File: config.mk
export PLATFORM = sky130hd
export DESIGN_NAME = scs_mem_arbiter_flat
export DESIGN_NICKNAME = d
export VERILOG_FILES = /design/src/rtl/scs_mem_arbiter_if.sv /design/src/rtl/scs_mem_arbiter.sv /design/src/flat_wrapper.sv
export SDC_FILE = /design/constraint.sdc
export NUM_CORES = 1
export LEC_CHECK = 0
export CORE_MARGIN = 2
export CORE_UTILIZATION = 45
export CTS_CLUSTER_SIZE = 25
export DETAILED_ROUTE_END_ITERATION = 12
export DONT_BUFFER_PORTS = 1
export GPL_TIMING_DRIVEN = 0
export HOLD_SLACK_MARGIN = 0.08
export PLACE_DENSITY = 0.68
export SLEW_MARGIN = 0
export SYNTH_ARGS = -nofsm -noshare
export SYNTH_HDL_FRONTEND = slang
export SYNTH_SLANG_ARGS = --single-unit
File: constraint.sdc
create_clock -name clock -period 4.8 [get_ports clock]
set_input_delay 0.96 -clock clock [delete_from_list [all_inputs] [get_ports clock]]
set_output_delay 0.96 -clock clock [all_outputs]
set_load 0.01 [all_outputs]
File: src/rtl/scs_mem_arbiter_if.sv
// Bus between the three packet-RAM masters and scs_mem_arbiter.
// Per-master fields are packed master i at [i*W +: W].
interface scs_mem_arbiter_if #(
    parameter int RAM_WIDTH     = 8,
    parameter int RAM_ADDR_BITS = 10
);
    logic [2:0]                   req;
    logic [2:0]                   rel;
    logic [2:0]                   we;
    logic [3*RAM_ADDR_BITS-1:0]   addr;
    logic [3*RAM_WIDTH-1:0]       wdata;
    logic [2:0]                   grant;
    logic                         ram_we;
    logic [RAM_ADDR_BITS-1:0]     ram_addr;
    logic [RAM_WIDTH-1:0]         ram_din;
    logic                         busy;
    logic [1:0]                   owner;
    logic                         timeout;

    modport slave (
        input  req, rel, we, addr, wdata,
        output grant, ram_we, ram_addr, ram_din, busy, owner, timeout
    );

    modport master (
        output req, rel, we, addr, wdata,
        input  grant, ram_we, ram_addr, ram_din, busy, owner, timeout
    );
endinterface

File: src/rtl/scs_mem_arbiter.sv
// Round-robin burst arbiter sharing one single-port packet RAM between
// loader (0), scs checksum engine (1) and transmitter (2).
module scs_mem_arbiter #(
    parameter int RAM_WIDTH     = 8,
    parameter int RAM_ADDR_BITS = 10,
    parameter int MAX_HOLD      = 2048,
    parameter int HOLD_BITS     = 12
) (
    input logic             clock,
    input logic             reset,
    scs_mem_arbiter_if.slave bus
);

    typedef enum logic [1:0] {
        IDLE,
        OWN,
        GAP
    } state_t;

    state_t                   state, state_n;
    logic [2:0]               grant_q, grant_n;
    logic                     busy_q, busy_n;
    logic [1:0]               owner_q, owner_n;
    logic [1:0]               rr_ptr_q, rr_ptr_n;
    logic                     timeout_q, timeout_n;
    logic [HOLD_BITS-1:0]     hold_q, hold_n;

    logic [RAM_ADDR_BITS-1:0] addr_sel, addr_last;
    logic [RAM_WIDTH-1:0]     din_sel, din_last;
    logic                     we_sel;
    logic                     rel_own;
    logic                     any_req;
    logic [1:0]               pick;

    function automatic logic [1:0] rr_pick(input logic [2:0] r, input logic [1:0] ptr);
        logic       found;
        logic [1:0] idx;
        rr_pick = ptr;
        found   = 1'b0;
        for (int unsigned i = 0; i < 3; i++) begin
            idx = 2'((32'(ptr) + i) % 3);
            if (!found && r[idx]) begin
                rr_pick = idx;
                found   = 1'b1;
            end
        end
    endfunction

    function automatic logic [1:0] next_ptr(input logic [1:0] k);
        next_ptr = (k == 2'd2) ? 2'd0 : k + 2'd1;
    endfunction

    assign any_req = |bus.req;
    assign pick    = rr_pick(bus.req, rr_ptr_q);

    always_comb begin
        addr_sel = bus.addr[0 +: RAM_ADDR_BITS];
        din_sel  = bus.wdata[0 +: RAM_WIDTH];
        we_sel   = bus.we[0] & grant_q[0];
        rel_own  = bus.rel[0];
        case (owner_q)
            2'd1: begin
                addr_sel = bus.addr[RAM_ADDR_BITS +: RAM_ADDR_BITS];
                din_sel  = bus.wdata[RAM_WIDTH +: RAM_WIDTH];
                we_sel   = bus.we[1] & grant_q[1];
                rel_own  = bus.rel[1];
            end
            2'd2: begin
                addr_sel = bus.addr[2*RAM_ADDR_BITS +: RAM_ADDR_BITS];
                din_sel  = bus.wdata[2*RAM_WIDTH +: RAM_WIDTH];
                we_sel   = bus.we[2] & grant_q[2];
                rel_own  = bus.rel[2];
            end
            default: ;
        endcase
    end

    // The dead GAP cycle also samples req, so a waiting master is granted
    // immediately after it; rr_ptr is already advanced when GAP is entered.
    always_comb begin
        state_n   = state;
        grant_n   = grant_q;
        busy_n    = busy_q;
        owner_n   = owner_q;
        rr_ptr_n  = rr_ptr_q;
        timeout_n = 1'b0;
        hold_n    = hold_q;
        case (state)
            IDLE, GAP: begin
                hold_n  = '0;
                state_n = IDLE;
                if (any_req) begin
                    state_n = OWN;
                    grant_n = 3'b001 << pick;
                    busy_n  = 1'b1;
                    owner_n = pick;
                end
            end
            OWN: begin
                if (rel_own || hold_q == HOLD_BITS'(MAX_HOLD - 1)) begin
                    state_n   = GAP;
                    grant_n   = '0;
                    busy_n    = 1'b0;
                    hold_n    = '0;
                    rr_ptr_n  = next_ptr(owner_q);
                    timeout_n = !rel_own;
                end else begin
                    hold_n = hold_q + 1'b1;
                end
            end
            default: state_n = IDLE;
        endcase
    end

    always_ff @(posedge clock) begin
        if (reset) begin
            state     <= IDLE;
            grant_q   <= '0;
            busy_q    <= 1'b0;
            owner_q   <= '0;
            rr_ptr_q  <= '0;
            timeout_q <= 1'b0;
            hold_q    <= '0;
            addr_last <= '0;
            din_last  <= '0;
        end else begin
            state     <= state_n;
            grant_q   <= grant_n;
            busy_q    <= busy_n;
            owner_q   <= owner_n;
            rr_ptr_q  <= rr_ptr_n;
            timeout_q <= timeout_n;
            hold_q    <= hold_n;
            if (state == OWN) begin
                addr_last <= addr_sel;
                din_last  <= din_sel;
            end
        end
    end

    assign bus.grant    = grant_q;
    assign bus.busy     = busy_q;
    assign bus.owner    = owner_q;
    assign bus.timeout  = timeout_q;
    assign bus.ram_we   = (state == OWN) && we_sel;
    assign bus.ram_addr = (state == OWN) ? addr_sel : addr_last;
    assign bus.ram_din  = (state == OWN) ? din_sel : din_last;

endmodule
File: src/flat_wrapper.sv
// flat-port wrapper written by rule: the top's interface ports become plain ports
module scs_mem_arbiter_flat 
#(
    parameter int RAM_WIDTH     = 8,
    parameter int RAM_ADDR_BITS = 10,
    parameter int MAX_HOLD      = 2048,
    parameter int HOLD_BITS     = 12
)
  (clock, reset, bus_req, bus_rel, bus_we, bus_addr, bus_wdata, bus_grant, bus_ram_we, bus_ram_addr, bus_ram_din, bus_busy, bus_owner, bus_timeout);
  scs_mem_arbiter_if #(.RAM_WIDTH(RAM_WIDTH), .RAM_ADDR_BITS(RAM_ADDR_BITS)) bus_i ();
  input logic clock;
  input logic reset;
  input wire logic [$bits(bus_i.req)-1:0] bus_req;
  input wire logic [$bits(bus_i.rel)-1:0] bus_rel;
  input wire logic [$bits(bus_i.we)-1:0] bus_we;
  input wire logic [$bits(bus_i.addr)-1:0] bus_addr;
  input wire logic [$bits(bus_i.wdata)-1:0] bus_wdata;
  output wire logic [$bits(bus_i.grant)-1:0] bus_grant;
  output wire logic [$bits(bus_i.ram_we)-1:0] bus_ram_we;
  output wire logic [$bits(bus_i.ram_addr)-1:0] bus_ram_addr;
  output wire logic [$bits(bus_i.ram_din)-1:0] bus_ram_din;
  output wire logic [$bits(bus_i.busy)-1:0] bus_busy;
  output wire logic [$bits(bus_i.owner)-1:0] bus_owner;
  output wire logic [$bits(bus_i.timeout)-1:0] bus_timeout;
  assign bus_i.req = bus_req;
  assign bus_i.rel = bus_rel;
  assign bus_i.we = bus_we;
  assign bus_i.addr = bus_addr;
  assign bus_i.wdata = bus_wdata;
  assign bus_grant = bus_i.grant;
  assign bus_ram_we = bus_i.ram_we;
  assign bus_ram_addr = bus_i.ram_addr;
  assign bus_ram_din = bus_i.ram_din;
  assign bus_busy = bus_i.busy;
  assign bus_owner = bus_i.owner;
  assign bus_timeout = bus_i.timeout;
  scs_mem_arbiter #(.RAM_WIDTH(RAM_WIDTH), .RAM_ADDR_BITS(RAM_ADDR_BITS), .MAX_HOLD(MAX_HOLD), .HOLD_BITS(HOLD_BITS)) u_core (.clock(clock), .reset(reset), .bus(bus_i));
endmodule
==> run_results.csv <==
group,metric,value,unit
floorplan,fp.dieH,76.28,um
critical_path,worst-path-max-fanout,10,
timing,finalHoldViolations,0,
synth,yosys-top-cells-area,"dfxtp_1 35%, a221oi_1 6.7%, nor2_1 6.1%",
final_layout,drive_gt1_frac,0.09375,
grt,grt_use_total,0.2054,
critical_path,path_class,"register to output pin",
detailed_routing,drc_errors,0,
cts,clockBufferDepth,2,
power_and_ir_drop,p_comb_frac,0.277,
detailed_routing,vias_per_cell,5.930,
grt,grt_max_degree,13,
grt,antenna_found_initial,0,
floorplan,start_util,0.4633,
cts,htreeDepth,2,
final_layout,antenna_cells,0,
power_and_ir_drop,power.leakage,0.9458,nW
synth,post-synth-top-area-fraction,0.3491,
run,cap_violations,0,
timing,finalCriticalPeriod,3.468,ns
min_path,hp-class,"register to register",
power_and_ir_drop,p_seq_frac,0.417,
floorplan,die_x,76.28,um
synth,yosysSeqAreaShare,0.3491,
synth,ys_types,55,
timing,fin_hold_ws,0.4763,ns
final_layout,layout_common_cells,"41 x dfxtp_1, 38 x nor2_1, 28 x nand2_1",
floorplan,io_pins,91,
cts,ctsResizeCount,0,
critical_path,critical_path.top_delay_family,"buffers and inverters",
critical_path,critPathSlowestCell,"o31ai_1",
detailed_routing,antenna_left,0,
grt,grt_pass1_vias,2008,
cts,clkTransAtPathRegs,0.08,ns
timing,drv_slew,0,
placed_design,port_buffers,0,
power_and_ir_drop,intPower,0.6312,mW
timing,rsz0062_at_grt,"false",
power_and_ir_drop,ir_drop,0.0002350,V
power_and_ir_drop,clkPwrFrac,0.307,
power_and_ir_drop,p_total,0.9301,mW
detailed_routing,wl_per_cell,16.06,um
cts,cts_made_buffers,5,
critical_path,worstPathArrival,2.51,ns
synth,syn_avg_cell_area,8.396,um2
cts,cts_tree,"done",
synth,synth_edf_count,0,
synth,synth_warnings,0,
timing,fin_crit_sh,0.7225,
final_layout,syn2layout_area_growth,8.675,%
status,status,"finished clean",
synth,synthesis.nets,353,
critical_path,crit_path_max_incr_delay,0.54,ns
synth,synth_area,0.002351,mm2
floorplan,design.core.area,0.005075,mm2
final_layout,final_cell_area,0.002555,mm2
cts,ctsHoldBuffers,0,
critical_path,cp_common_cell,"inv_1",
timing,worst_pin_slew,0.6086,ns
final_layout,fin_nets,360,
timing,setup_viol_count_final,0,
power_and_ir_drop,p_switching,0.2989,mW
synth,synth_largest_area_cell,"dfxtp_1",
timing,fin_setup_tns,0,ns
placed_design,place_congestion,0.8374,
critical_path,cp_num_buf_inv,4,
critical_path,cp-end-kind,"output pin",
cts,clock_tree.root_cell,"clkbuf_8",
placed_design,place_area,0.002439,mm2
synth,ys.flop_type,"dfxtp_1",
critical_path,path_cells,"inv_1 > ha_1 > buf_2 > inv_1 > clkbuf_1 > a221oi_1 > o31ai_1",
floorplan,rows,26,
grt,grt_overflow,0,
synth,async_flop_share,0,
floorplan,fp.dieArea,0.005819,mm2
synth,synthCells,280,
timing,fmax,288.3,MHz
critical_path,required,3.84,ns
placed_design,dp_hpwl,4267,um
grt,grt_pass1_wl,9687,um
final_layout,layout_commonest_cell,"dfxtp_1",
detailed_routing,vias,2123,
cts,clkLatencyLatePin,0.29,ns
timing,clock_skew,0.002329,ns
power_and_ir_drop,power_density,364.1,mW/mm2
critical_path,startpoint_type,"register",
detailed_routing,drtIter0Drc,156,
synth,synth_seq_cells,41,
detailed_routing,wl,5751,um
detailed_routing,firstDrtPassIters,4,
cts,cts_setup_buffers,0,
power_and_ir_drop,switching_share,0.3214,
timing,max-slew-margin-rel,0.5908,
cts,numClockSinks,41,
[final cells by class]
type | instances | area, um2
fill | 511 | 2520
inverter | 8 | 30.03
clock buffer | 7 | 86.33
buffer | 19 | 85.08
sequential | 41 | 820.8
clock inverter | 1 | 30.03
tap | 70 | 87.58
multi-input combinational | 212 | 1415
[routing by layer]
metal,share of wire,routed length [um],track usage
met5,0,0,0
met4,0.012,67,0.04727
met3,0.071,409,0.07227
met2,0.48,2787,0.3354
met1,0.43,2487,0.2612
[power by group through the flow]
stage / logic (mW) / clock network [mW] / registers, mW
3_3_place_gp: 0.253 / 0 / 0.395
4_1_cts: 0.258 / 0.293 / 0.387
3_5_place_dp: 0.256 / 0 / 0.395
6_report: 0.257 / 0.285 / 0.388
2_1_floorplan: 0.207 / 0 / 0.390
5_1_grt: 0.290 / 0.307 / 0.391
[cell families (layout without fill, tap and decap cells)]
family	Yosys count	after routing	share of synthesized area
and+or+nand+nor	118	118	0.2656
AOI/OAI and AO/OA	73	73	0.2384
DFF	41	41	0.3491
buffers and inverters	27	35	0.04896
adders and majority gates	8	8	0.04258
muxes	8	8	0.03672
xor gates and xnor gates	5	5	0.01863
[through the flow]
step	cells	worst slack, ns	utilization
final	358	1.332	0.5035
after global routing	358	1.194	0.5035
after CTS	358	1.324	0.5035
after detailed placement	350	1.667	0.4805
after global placement	350	1.677	0.4805
after floorplan	280	2.072	-
[sequential cells by signal, indices dropped and copies added, names as in the netlist, 2 cells and up]
register and flops:
u_core.hold_q 12, u_core.addr_last 10, u_core.din_last 8, u_core.bus.grant 3, u_core.bus.owner 2, u_core.rr_ptr_q 2
u_core.state 2
[cell usage after synthesis, types with 4 or more instances]
| library cell | count |
|---|---|
| dfxtp_1 | 41 |
| nor2_1 | 38 |
| nand2_1 | 28 |
| nor2b_1 | 21 |
| o31ai_1 | 19 |
| a221oi_1 | 18 |
| a21oi_1 | 12 |
| clkbuf_1 | 9 |
| buf_2 | 8 |
| ha_1 | 8 |
| inv_1 | 7 |
| mux2i_1 | 6 |
| a31oi_1 | 4 |
| nor3_1 | 4 |
[path summary, 6_finish.rpt]
| path | start | to | slack [ns] | cells past startpoint |
|---|---|---|---|---|
| worst max-delay path | u_core.bus.owner[0] | bus_ram_addr[8] | 1.33 | 7 |
| worst min-delay path | u_core.hold_q[11] | u_core.hold_q[11] | 0.48 | 1 |
| worst max register to register | u_core.bus.owner[0] | u_core.addr_last[8] | 2.33 | 8 |
| worst min register to register | u_core.hold_q[11] | u_core.hold_q[11] | 0.48 | 1 |
(Power assumes the default switching activity.)
